[src/rtl/hazard_ctrl.sv]
// rtl/hazard_ctrl.sv - pipeline stall/flush/halt control with registered forwarding selects
//
// Ports:
//   clk, rst_n            pipeline clock, asynchronous active-low reset
//   bubble                load-use hazard: hold IF/ID and PC, insert NOP into ID/EX
//   dire[5:0]             forwarding detects ([0]/[1] EX/MEM, [2]/[3] MEM/WB, [4]/[5] EX/MEM load; even=RA, odd=RB)
//   mispredict            EX-stage branch resolved wrong: refetch and squash IF/ID and ID/EX
//   halt                  halt instruction in EX: freeze the pipeline
//   go                    resume from HALT (level, sampled each cycle)
//   pc_en, ifid_en        stage-register write enables
//   ifid_flush, idex_flush stage-register synchronous clears
//   fwd_a, fwd_b          EX-stage operand mux selects (0 regfile, 1 EX/MEM ALU, 2 MEM/WB, 3 EX/MEM load)
//   halted                high while in HALT
//   stall_cnt, flush_cnt  saturating event counters
module hazard_ctrl #(
    parameter int CNT_W = 16
) (
    input  logic             clk,
    input  logic             rst_n,
    input  logic             bubble,
    input  logic [5:0]       dire,
    input  logic             mispredict,
    input  logic             halt,
    input  logic             go,
    output logic             pc_en,
    output logic             ifid_en,
    output logic             ifid_flush,
    output logic             idex_flush,
    output logic [1:0]       fwd_a,
    output logic [1:0]       fwd_b,
    output logic             halted,
    output logic [CNT_W-1:0] stall_cnt,
    output logic [CNT_W-1:0] flush_cnt
);

    typedef enum logic {
        ST_RUN  = 1'b0,
        ST_HALT = 1'b1
    } state_t;

    state_t state;

    logic run_act;     // RUN and no halt request: mispredict/bubble may act
    logic do_flush;
    logic do_stall;
    logic advance;     // ID/EX boundary moves a real instruction forward
    logic [1:0] sel_a;
    logic [1:0] sel_b;

    // Priority halt > mispredict > bubble; a mispredict squashes any bubble.
    always_comb begin
        run_act  = (state == ST_RUN) && !halt;
        do_flush = run_act && mispredict;
        do_stall = run_act && !mispredict && bubble;
        advance  = run_act && !mispredict && !bubble;

        pc_en      = advance || do_flush;
        ifid_en    = advance || do_flush;
        ifid_flush = do_flush;
        idex_flush = do_flush || do_stall;
    end

    // Load data from EX/MEM is the youngest producer; EX/MEM beats MEM/WB.
    always_comb begin
        sel_a = 2'd0;
        if (dire[4])      sel_a = 2'd3;
        else if (dire[0]) sel_a = 2'd1;
        else if (dire[2]) sel_a = 2'd2;

        sel_b = 2'd0;
        if (dire[5])      sel_b = 2'd3;
        else if (dire[1]) sel_b = 2'd1;
        else if (dire[3]) sel_b = 2'd2;
    end

    always_ff @(posedge clk or negedge rst_n) begin
        if (!rst_n) begin
            state     <= ST_RUN;
            halted    <= 1'b0;
            fwd_a     <= 2'd0;
            fwd_b     <= 2'd0;
            stall_cnt <= '0;
            flush_cnt <= '0;
        end else begin
            case (state)
                ST_RUN: begin
                    if (halt) begin
                        state  <= ST_HALT;
                        halted <= 1'b1;
                    end
                end
                ST_HALT: begin
                    if (go) begin
                        state  <= ST_RUN;
                        halted <= 1'b0;
                    end
                end
                default: begin
                    state  <= ST_RUN;
                    halted <= 1'b0;
                end
            endcase

            // Selects follow the instruction into EX; a NOP carries no forwarding.
            if (advance) begin
                fwd_a <= sel_a;
                fwd_b <= sel_b;
            end else if (idex_flush) begin
                fwd_a <= 2'd0;
                fwd_b <= 2'd0;
            end

            if (do_stall && (stall_cnt != {CNT_W{1'b1}}))
                stall_cnt <= stall_cnt + 1'b1;
            if (do_flush && (flush_cnt != {CNT_W{1'b1}}))
                flush_cnt <= flush_cnt + 1'b1;
        end
    end

endmodule
[config.mk]
export PLATFORM = sky130hd
export DESIGN_NAME = hazard_ctrl
export DESIGN_NICKNAME = d
export VERILOG_FILES = /design/src/rtl/hazard_ctrl.sv
export SDC_FILE = /design/constraint.sdc
export NUM_CORES = 1
export LEC_CHECK = 0
export BUFFER_PORTS_ARGS = -buffer_cell sky130_fd_sc_hd__clkbuf_2
export CELL_PAD_IN_SITES_DETAIL_PLACEMENT = 0
export CELL_PAD_IN_SITES_GLOBAL_PLACEMENT = 2
export CORE_UTILIZATION = 36
export CTS_BUF_LIST = sky130_fd_sc_hd__clkbuf_4
export DETAILED_ROUTE_END_ITERATION = 6
export GPL_ROUTABILITY_DRIVEN = 0
export PLACE_DENSITY = 0.83
export RECOVER_POWER = 50
export SLEW_MARGIN = 5
export SYNTH_ARGS = -nofsm -noshare
export SYNTH_HDL_FRONTEND = slang
export SYNTH_SLANG_ARGS = --single-unit
[constraint.sdc]
create_clock -name clk -period 2.8 [get_ports clk]
set_input_delay 0.14 -clock clk [delete_from_list [all_inputs] [get_ports clk]]
set_output_delay 0.14 -clock clk [all_outputs]
set_load 0.005 [all_outputs]
### Word-level counts from Yosys, hierarchy flattened

Index checks and enable logic that the tools add are counted.
Widths: inputs -> output; s select.

| cells by class | value |
|---|---|
| add/subtract/negate cells | 2 |
| equality and inequality tests | 4 |
| muxes and demuxes | 15 |
| bitwise logic cells | 1 |
| reductions and logical operators | 14 |

Operators with widths:

| kind | count |
|---|---|
| $add 16x1->16 const B | 2 |
| $ne 16x16->1 const B | 2 |
| $mux 2 | 9 |
| $logic_and 1x1->1 | 7 |
| $mux 1 | 4 |
| $ne 2x2->1 const B | 2 |
| $pmux 1 s2 | 2 |
| $logic_not 1->1 | 3 |
| $logic_or 1x1->1 | 2 |
| $reduce_and 2->1 | 1 |
| $reduce_bool 2->1 | 1 |
| $not 1->1 | 1 |

| word-level totals | value |
|---|---|
| register bits | 38 |
| bits of input ports | 12 |
| output and inout port bits | 41 |
| word-level logic and storage cells | 42 |

### Longest topological paths before layout

Gate-level depths: netlist of the first run.

| depth | value |
|---|---|
| depth after elaboration | 7 |
| mapped depth | 6 |
| gate-level depth less buffers | 5 |

### Worst setup path after synthesis of the first run

Ideal clock, no wire load.

| timing | value |
|---|---|
| kind | flip-flop to flip-flop |
| start | register stall_cnt[0] |
| end | register stall_cnt[1] |
| setup time | 0.125 ns |
| arrival time | 1.662 ns |
| data required time | 2.675 ns |
| setup slack | 1.013 ns |
| stages on the path, launching flop included | 6 |
| buffers on the path | 0 |
| period minus slack after synthesis | 1.787 ns |
| cell sequence | dfrtp_1 ha_1 and4_1 nand4_1 o21ai_0 mux2_2 |

| on the way | value |
|---|---|
| cells in the longest elaborated chain, start to end | 2 |
| elaborated cells on any way between the ends | 3 |
| classes of those cells | 1 x add/sub; 1 x eq/ne; 1 x reduce/logical |

Ends and longest elaborated chain:

| item | RTL line | RTL |
|---|---|---|
| from (decl) | 32 | `output logic [CNT_W-1:0] stall_cnt,` |
| from (signal assigned) | 114 | `stall_cnt <= stall_cnt + 1'b1;` |
| parallel branches: the longest is 2 deep, another holds $add 16x1->16 | -- |  |

Parallel ways; which one is timed is not known.
A chain may end at the register's enable or synchronous reset.

### Final worst setup path of the first run

Same ends and word-level chain as after synthesis.

==> results of run 1 <==
sequential cells by signal, indices dropped and copies added (netlist names):
register / count
flush_cnt: 16
fwd_a: 2
fwd_b: 2
halted: 1
stall_cnt: 16
state: 1
critical path, cell delays in order, from the launching register on:
cell     delay [ns]
dfrtp_1        0.43
ha_1           0.27
and4_1         0.23
nand4_1        0.18
o21ai_0        0.42
mux2_2         0.38
through the flow:
step	power (mW)	instances	cell area [um^2]	hold slack [ns]	util, %
global placement	0.986	302	2240	0.338	43.9
floorplan	0.852	182	1910	-0.156	-
CTS	1.28	312	2310	0.0615	45.3
global route	1.34	312	2290	0.0747	44.8
finish	1.26	312	2290	0.0759	44.8
detailed placement	0.990	302	2240	0.342	43.9
layout make-up:
cell class              instances  area, um^2
fillers                       546        2820
flip-flops and latches         38         951
clock inverters                 2        8.76
multi-input cells             135         916
repair buffers                 54         251
clock buffers                   6        45.0
inverters                       7        26.3
well taps                      70        87.6
kinds of logic after synthesis:
group | after synthesis | synth area share, %
AO/OA/AOI/OAI | 18 | 5.76
XOR/XNOR | 25 | 11.5
adder cells (fa/ha/maj) | 2 | 1.31
buffers and inverters | 9 | 2.36
flip-flops | 38 | 49.7
multiplexers | 5 | 2.94
AND/OR/NAND/NOR | 85 | 26.4
path summary, 6_finish.rpt:
check / from / end / slack (ns) / cells after the start
max: stall_cnt[0] / stall_cnt[1] / 0.79 / 5
min in group asynchronous: rst_n / flush_cnt[3] / 0.46 / 2
min: dire[5] / fwd_b[1] / 0.08 / 3
max in group asynchronous: rst_n / fwd_b[1] / 1.74 / 2
max reg2reg: stall_cnt[0] / stall_cnt[1] / 0.79 / 5
min reg2reg: fwd_b[1] / fwd_b[1] / 0.49 / 2
layer usage:
layer  track usage [%]  share of wire, %
met1              20.7                47
met2              24.8                46
met3              4.82               5.0
met4              6.29               1.4
met5                 0                 0
layout by cell type (no fill, tap or decap), types with 2 or more instances in the layout:
master,n
clkbuf_4,6
dfrtp_1,38
nor2_1,8
and3_1,5
o2111ai_1,2
clkbuf_2,29
nand3_1,10
nand2_1,20
nand4_1,9
a21oi_1,3
xnor2_1,13
nor3_1,9
dlygate4sd3_1,2
inv_1,7
ha_1,2
xor2_1,12
o21ai_0,9
clkbuf_1,23
nor4_1,4
and4_1,6
mux2_2,5
or2_2,2
report_power, final:
group          switching (mW)  internal [mW]  total, mW
Sequential             0.0975          0.624      0.721
Clock                   0.180          0.104      0.284
Combinational           0.126          0.128      0.254
repair_timing:
item	in CTS	in global routing
hold buffers	2	0
buffers inserted	0	0
hold endpoints to repair	40	0
endpoints found under the setup margin	0	0
resized for setup	0	0
==> results.cfg, run 1 <==
[power_and_ir_drop]
peakVddDrop_uv = 343
leakage_nw = 1.07
power_density_nw_per_um2 = 551

[job]
max-cap-violations = 0

[setup_path]
cp.arrival_ns = 2.26
crit_path_end_kind = flop
cp_max_fo = 6
worstSetupPathType = reg2reg
startpoint_type = flop
critPathRequiredTime_ns = 3.05

[timing]
period_share_pct = 71.8
fin_ws_ns = 0.789
setup_violations = 0
relSlewSlack_pct = 36.3
post-route-min-period_ns = 2.01
skew_ns = 0.0124
drv_slew = 0
hold_viol = 0
fmax_mhz = 497
grt_setup_unrepaired = no
final.setup.tns_ns = 0
worst_slew_pin_slew_ns = 0.955

[routing]
drt-pass1-iter-count = 4
vias = 1567
vias_per_cell = 5.02
wire_per_inst_um = 13.0
wirelength_mm = 4.05
route.detailed.drc = 0
drt_iter0_markers = 65
antenna_left = 0

[global_routing]
antenna_found_initial = 0
grt_pass1_vias = 1434
grt_max_degree = 39
grt_pass1_wl_mm = 6.62
grt_usage_pct = 15.9
overflow = 0

[floorplanning]
design.die.area_um2 = 5610
die_y_um = 74.9
ios = 53
initial_core_util_pct = 37.4
dieWidth_um = 74.9
core-area_um2 = 5110
num_rows = 26

[synth]
synth.distinct_cells = 36
synth_area_leaders = dfrtp_1 (50%), xnor2_1 (6.0%), xor2_1 (5.5%)
syn_area_um2 = 1910
synth.most_common_cell = dfrtp_1
ys_ff_latch = 38
synthTopCellsByCount = dfrtp_1 (38), nand2_1 (20), xnor2_1 (13)
yosysTopAreaCell = dfrtp_1
synth_seq_area_share_pct = 49.7
async_flop_share_pct = 100
synthFlopType = dfrtp_1
synth_nets = 196
synth-edff-count = 0
synth_top_area_share_pct = 49.7
syn_inst = 182
yosys_warnings = 0
postSynthAreaPerCell_um2 = 10.5

[clock_tree]
htree_num_levels = 2
numCtsBuffers = 5
cts_tree = built
cts_root_buffer = clkbuf_4
path_clk_slew_ns = 0.12
clk_latency_ns = 0.35
cts_sinks = 38
clock_path_buffers = 2

[place]
post-dp-hpwl_mm = 2.93
pre_cts_slack_ns = 0.836
io_buffers = 52

[status]
status = completed

[final_layout]
nets = 255
syn_to_final_growth_pct = 19.6
drive_gt1_share_pct = 20.7
antenna_cells = 0

[worst_hold_path]
hp-class = in2reg
Power figures use the tool's default switching activity.
==> inputs of run 2 (changes only) <==
- ABC_AREA: default -> 1
- CORE_UTILIZATION: 36 -> 27
- PLACE_DENSITY: 0.83 -> 0.74
- clock period: 2.8 -> 1.7 ns (I/O delays scaled with it)
==> results.cfg, run 2 <==
[status]
status = completed

[synth]
syn_inst = 337
synth_area_leaders = dfrtp_1 (41%), nand2_1 (25%), nor2_1 (6.4%)
ys_ff_latch = 38
synth.distinct_cells = 20
synth_compound_area_share_pct = 4.18
syn_area_um2 = 2300
synthTopCellsByCount = nand2_1 (153), nor2_1 (39), dfrtp_1 (38)
synth_top_area_share_pct = 41.3
synth_seq_area_share_pct = 41.3
synth-edff-count = 0
synth_nets = 351
yosys_warnings = 0
synth.most_common_cell = nand2_1
synth_fa_ha_area_share_pct = 1.09
synthMuxAreaShare_pct = 0
async_flop_share_pct = 100
synth_top_family_by_area = simple AND/OR/NAND/NOR gates
synthFlopType = dfrtp_1
synthXorXnorAreaFrac_pct = 4.95
postSynthAreaPerCell_um2 = 6.83
yosys.area_share.simple_pct = 40.5
yosysTopAreaCell = dfrtp_1

[worst_hold_path]
hold_start = dire[0]
hold_depth = 3
hp-class = in2reg
holdPathEnd = fwd_a[0]

[timing]
relSlewSlack_pct = 25.5
drv_slew = 0
worst_slew_pin_slew_ns = 1.12
fmax_mhz = 632
post-route-min-period_ns = 1.58
grt_setup_unrepaired = no
skew_ns = 0.0115
period_share_pct = 93.0
fin_ws_ns = 0.118
setup_violations = 0
holdWs_ns = 0.0323
hold_viol = 0
final.setup.tns_ns = 0

[global_routing]
grt_pass1_wl_mm = 10.2
grt_max_degree = 21
overflow = 0
grt_pass1_vias = 2157
grt_usage_pct = 14.8
antenna_found_initial = 0

[power_and_ir_drop]
peakVddDrop_uv = 337
combPwrFrac_pct = 30.3
swShare_pct = 33.4
seqPwrFrac_pct = 48.9
leakage_nw = 1.55
switchingPower_mw = 0.769
internal_power_mw = 1.53
pwr-share-clk_pct = 20.7
power_density_nw_per_um2 = 767

[place]
post-dp-hpwl_mm = 4.77
pre_cts_slack_ns = 0.0265
io_buffers = 52
placed_area_um2 = 2880

[routing]
vias = 2292
route.detailed.drc = 0
wire_per_inst_um = 11.3
antenna_left = 0
vias_per_cell = 4.33
drt-pass1-iter-count = 4
drt_iter0_markers = 42
wirelength_mm = 5.97

[clock_tree]
cts_root_buffer = clkbuf_4
cts_tree = built
clock_path_buffers = 2
numCtsBuffers = 5
clk_latency_ns = 0.34
cts_sinks = 38
htree_num_levels = 2
path_clk_slew_ns = 0.11

[final_layout]
layout_commonest_cell = nand2_1
fillers = 904
final_cell_mix = nand2_1 (153), clkbuf_2 (44), nor2_1 (39)
nets = 437
top_regs = flush_cnt (16), stall_cnt (16)
final_area_um2 = 3000
multi_input_area_um2 = 1190
register_area_um2 = 951
drive_gt1_share_pct = 22.4
antenna_cells = 0
syn_to_final_growth_pct = 30.3

[floorplanning]
die_y_um = 94.3
design.die.area_um2 = 8900
dieWidth_um = 94.3
core-area_um2 = 8220
num_rows = 33
initial_core_util_pct = 28.0
ios = 53

[setup_path]
reg2reg_from = stall_cnt[1]
r2r_end = stall_cnt[3]
cp.arrival_ns = 1.85
critPathRequiredTime_ns = 1.97
crit_path_end_kind = flop
reg2reg_slack_ns = 0.12
startpoint_type = flop
worstSetupPathType = reg2reg
reg2reg_depth = 9
cp_max_fo = 8

[job]
max-cap-violations = 0
run 2: timing repair:
| item | in CTS | in global routing |
|---|---|---|
| resized for setup | 0 | 9 |
| buffers inserted | 0 | 2 |
| hold endpoints to repair | 20 | 0 |
| hold buffers | 3 | 0 |
| endpoints found under the setup margin | 0 | 28 |
run 2: per-stage QoR:
| stage | power (mW) | utilization [%] | cells |
|---|---|---|---|
| 3_3_place_gp | 1.80 | 35.1 | 516 |
| 4_1_cts | 2.32 | 36.1 | 527 |
| 6_report | 2.30 | 36.5 | 529 |
| 3_5_place_dp | 1.81 | 35.1 | 516 |
| 2_1_floorplan | 1.45 | - | 337 |
| 5_1_grt | 2.50 | 36.5 | 529 |
run 2: worst max-delay path, stage by stage (launching register included):
cell	delay [ns]
dfrtp_1	0.43
ha_2	0.20
nand3_2	0.11
inv_2	0.04
nand2_2	0.10
nor2_4	0.06
nor2_4	0.27
buf_6	0.19
nand2_1	0.05
o21ai_0	0.06
run 2: cells by family after synthesis:
family | Yosys count
simple gates | 225
compound gates | 17
fa+ha+maj | 2
xor+xnor | 13
buf+inv | 42
flops | 38
run 2: worst max-delay path by stage:
| stage | start | end | slack (ns) | cells past startpoint |
|---|---|---|---|---|
| floorplan | stall_cnt[0] | stall_cnt[15] | 0.16 | 10 |
| global placement | stall_cnt[1] | stall_cnt[13] | 0.04 | 9 |
| detailed placement | stall_cnt[1] | stall_cnt[15] | 0.03 | 9 |
| CTS | stall_cnt[1] | stall_cnt[13] | 0.01 | 9 |
| global route | stall_cnt[1] | stall_cnt[3] | 0.009 | 9 |
| finish | stall_cnt[1] | stall_cnt[3] | 0.12 | 9 |
run 2: final cells by class:
cell class              instances  area share (%)
repair buffers                 85            17.9
multi-input cells             257            39.5
clock inverters                 2           0.292
well taps                     105            4.38
inverters                      36            4.67
clock buffers                   6            1.50
flip-flops and latches         38            31.7
run 2: power by group through the flow:
stage | clock network, mW | registers [mW] | logic [mW]
global placement | 0 | 1.14 | 0.658
finish | 0.477 | 1.13 | 0.699
detailed placement | 0 | 1.15 | 0.666
CTS | 0.514 | 1.13 | 0.678
global route | 0.541 | 1.15 | 0.810
floorplan | 0 | 1.18 | 0.267
run 2: per-layer routing:
layer	up-vias	routed length (um)	GRT usage [%]
li1	1218	-	-
met1	1025	2750	18.3
met2	41	2890	25.8
met3	8	244	3.14
met4	0	78	3.85
met5	-	0	0
==> inputs of run 3 (changes only) <==
- SETUP_SLACK_MARGIN: default -> 0.2
==> results.cfg, run 3 (synthesis results as in run 2) <==
[floorplanning]
die_y_um = 94.3
initial_core_util_pct = 28.0
design.die.area_um2 = 8900
core-area_um2 = 8220
ios = 53
dieWidth_um = 94.3
num_rows = 33

[routing]
vias = 2377
route.detailed.drc = 0
wire_per_inst_um = 12.2
wirelength_mm = 6.61
antenna_left = 0
vias_per_cell = 4.39
drt-pass1-iter-count = 4
drt_iter0_markers = 49

[global_routing]
grt_pass1_vias = 2210
overflow = 0
grt_max_degree = 22
antenna_found_initial = 0
grt_usage_pct = 15.6
grt_pass1_wl_mm = 10.7

[final_layout]
syn_to_final_growth_pct = 37.1
nets = 449
fillers = 915
layout_commonest_cell = nand2_1
multi_input_area_um2 = 1260
antenna_cells = 0
drive_gt1_share_pct = 28.7
register_area_um2 = 951
final_cell_mix = nand2_1 (148), clkbuf_2 (47), dfrtp_1 (38)
top_regs = flush_cnt (16), stall_cnt (16)

[power_and_ir_drop]
peakVddDrop_uv = 466
leakage_nw = 1.64
power_density_nw_per_um2 = 745
switchingPower_mw = 0.806
combPwrFrac_pct = 31.6
power_mw = 2.35
seqPwrFrac_pct = 47.8
pwr-share-clk_pct = 20.6
swShare_pct = 34.3
internal_power_mw = 1.54

[clock_tree]
cts_tree = built
htree_num_levels = 2
cts_root_buffer = clkbuf_4
clock_path_buffers = 2
numCtsBuffers = 5
cts_sinks = 38
path_clk_slew_ns = 0.12
clk_latency_ns = 0.34

[job]
max-cap-violations = 0

[setup_path]
crit_chain = ha_2 -> nand3_2 -> inv_2 -> nand2_4 -> nor2_4 -> nor2_4 -> clkinvlp_4 -> nand2_1 -> nand2_1
worstSetupPathType = reg2reg
critPathRequiredTime_ns = 1.95
crit_path_end_kind = flop
worst_path_largest_cell_delay_ns = 0.40
startpoint_type = flop
crit_slowest_cell = dfrtp_1
cp_max_fo = 5
cp.arrival_ns = 1.75

[timing]
drv_slew = 0
worst_slew_pin_slew_ns = 1.17
period_share_pct = 88.5
post-route-min-period_ns = 1.50
hold_viol = 0
relSlewSlack_pct = 22.1
setup_violations = 0
fmax_mhz = 665
grt_setup_unrepaired = yes
final.setup.tns_ns = 0
holdWs_ns = 0.0236
skew_ns = 0.00574

[status]
status = completed

[place]
post-dp-hpwl_mm = 4.76
io_buffers = 52

[worst_hold_path]
hp-class = in2reg
==> run 3: final cells by class <==
type,instances,area share (%)
Multi-Input combinational cell,258,39.8
Inverter,36,4.52
Timing Repair inverter,1,0.238
Sequential cell,38,30.1
Clock inverter,2,0.277
Timing Repair Buffer,95,19.5
Tap cell,105,4.16
Clock buffer,6,1.43
==> run 3: timing repair <==
item / in CTS / in global routing
endpoints found under the hold margin: 20 / 0
setup endpoints to repair: 30 / 30
hold buffers: 3 / 0
buffers inserted: 9 / 7
gates cloned: 2 / 1
gates resized for setup: 13 / 20
pin swaps: 3 / 12
==> run 3: final timing paths <==
kind                         startpoint            end  slack, ns  cells past startpoint
min in group asynchronous         rst_n  flush_cnt[15]       0.48                      2
setup / recovery           stall_cnt[0]   stall_cnt[1]       0.20                      9
max in group asynchronous         rst_n  stall_cnt[13]       0.52                      2
hold / removal                  dire[1]       fwd_b[0]       0.02                      3
setup reg to reg           stall_cnt[0]   stall_cnt[1]       0.20                      9
hold reg to reg                fwd_a[1]       fwd_a[1]       0.51                      2
==> run 3: stage by stage <==
stage	cells	setup slack [ns]	instance area [um^2]	utilization, %
2_1_floorplan	337	0.205	2310	-
3_3_place_gp	511	0.0470	2850	34.7
3_5_place_dp	511	0.0342	2850	34.7
4_1_cts	533	0.158	3050	37.1
5_1_grt	541	0.0943	3160	38.4
6_report	541	0.196	3160	38.4
==> run 3: power by group through the flow <==
| stage | logic [mW] | clock network [mW] | registers [mW] |
|---|---|---|---|
| 2_1_floorplan | 0.269 | 0 | 1.18 |
| 4_1_cts | 0.710 | 0.517 | 1.13 |
| 5_1_grt | 0.848 | 0.540 | 1.14 |
| 6_report | 0.743 | 0.484 | 1.12 |
| 3_3_place_gp | 0.637 | 0 | 1.15 |
| 3_5_place_dp | 0.641 | 0 | 1.15 |
==> run 3: worst max-delay path, delay by kind of cell (launching register included) <==
| family | cells | cell delay (ns) |
|---|---|---|
| buffers and inverters | 2 | 0.27 |
| flip-flops | 1 | 0.40 |
| adder cells (fa/ha/maj) | 1 | 0.20 |
| AND/OR/NAND/NOR | 6 | 0.54 |
==> run 3: per-layer routing <==
layer  GRT usage [%]  up-vias  wire length, um  share of wire (%)
met5               0        -                0                  0
li1                -     1233                -                  -
met1            20.0     1095             3100                 47
met2            26.8       44             3210                 48
met4            4.62        0               65               0.98
met3            2.90        5              241                3.6
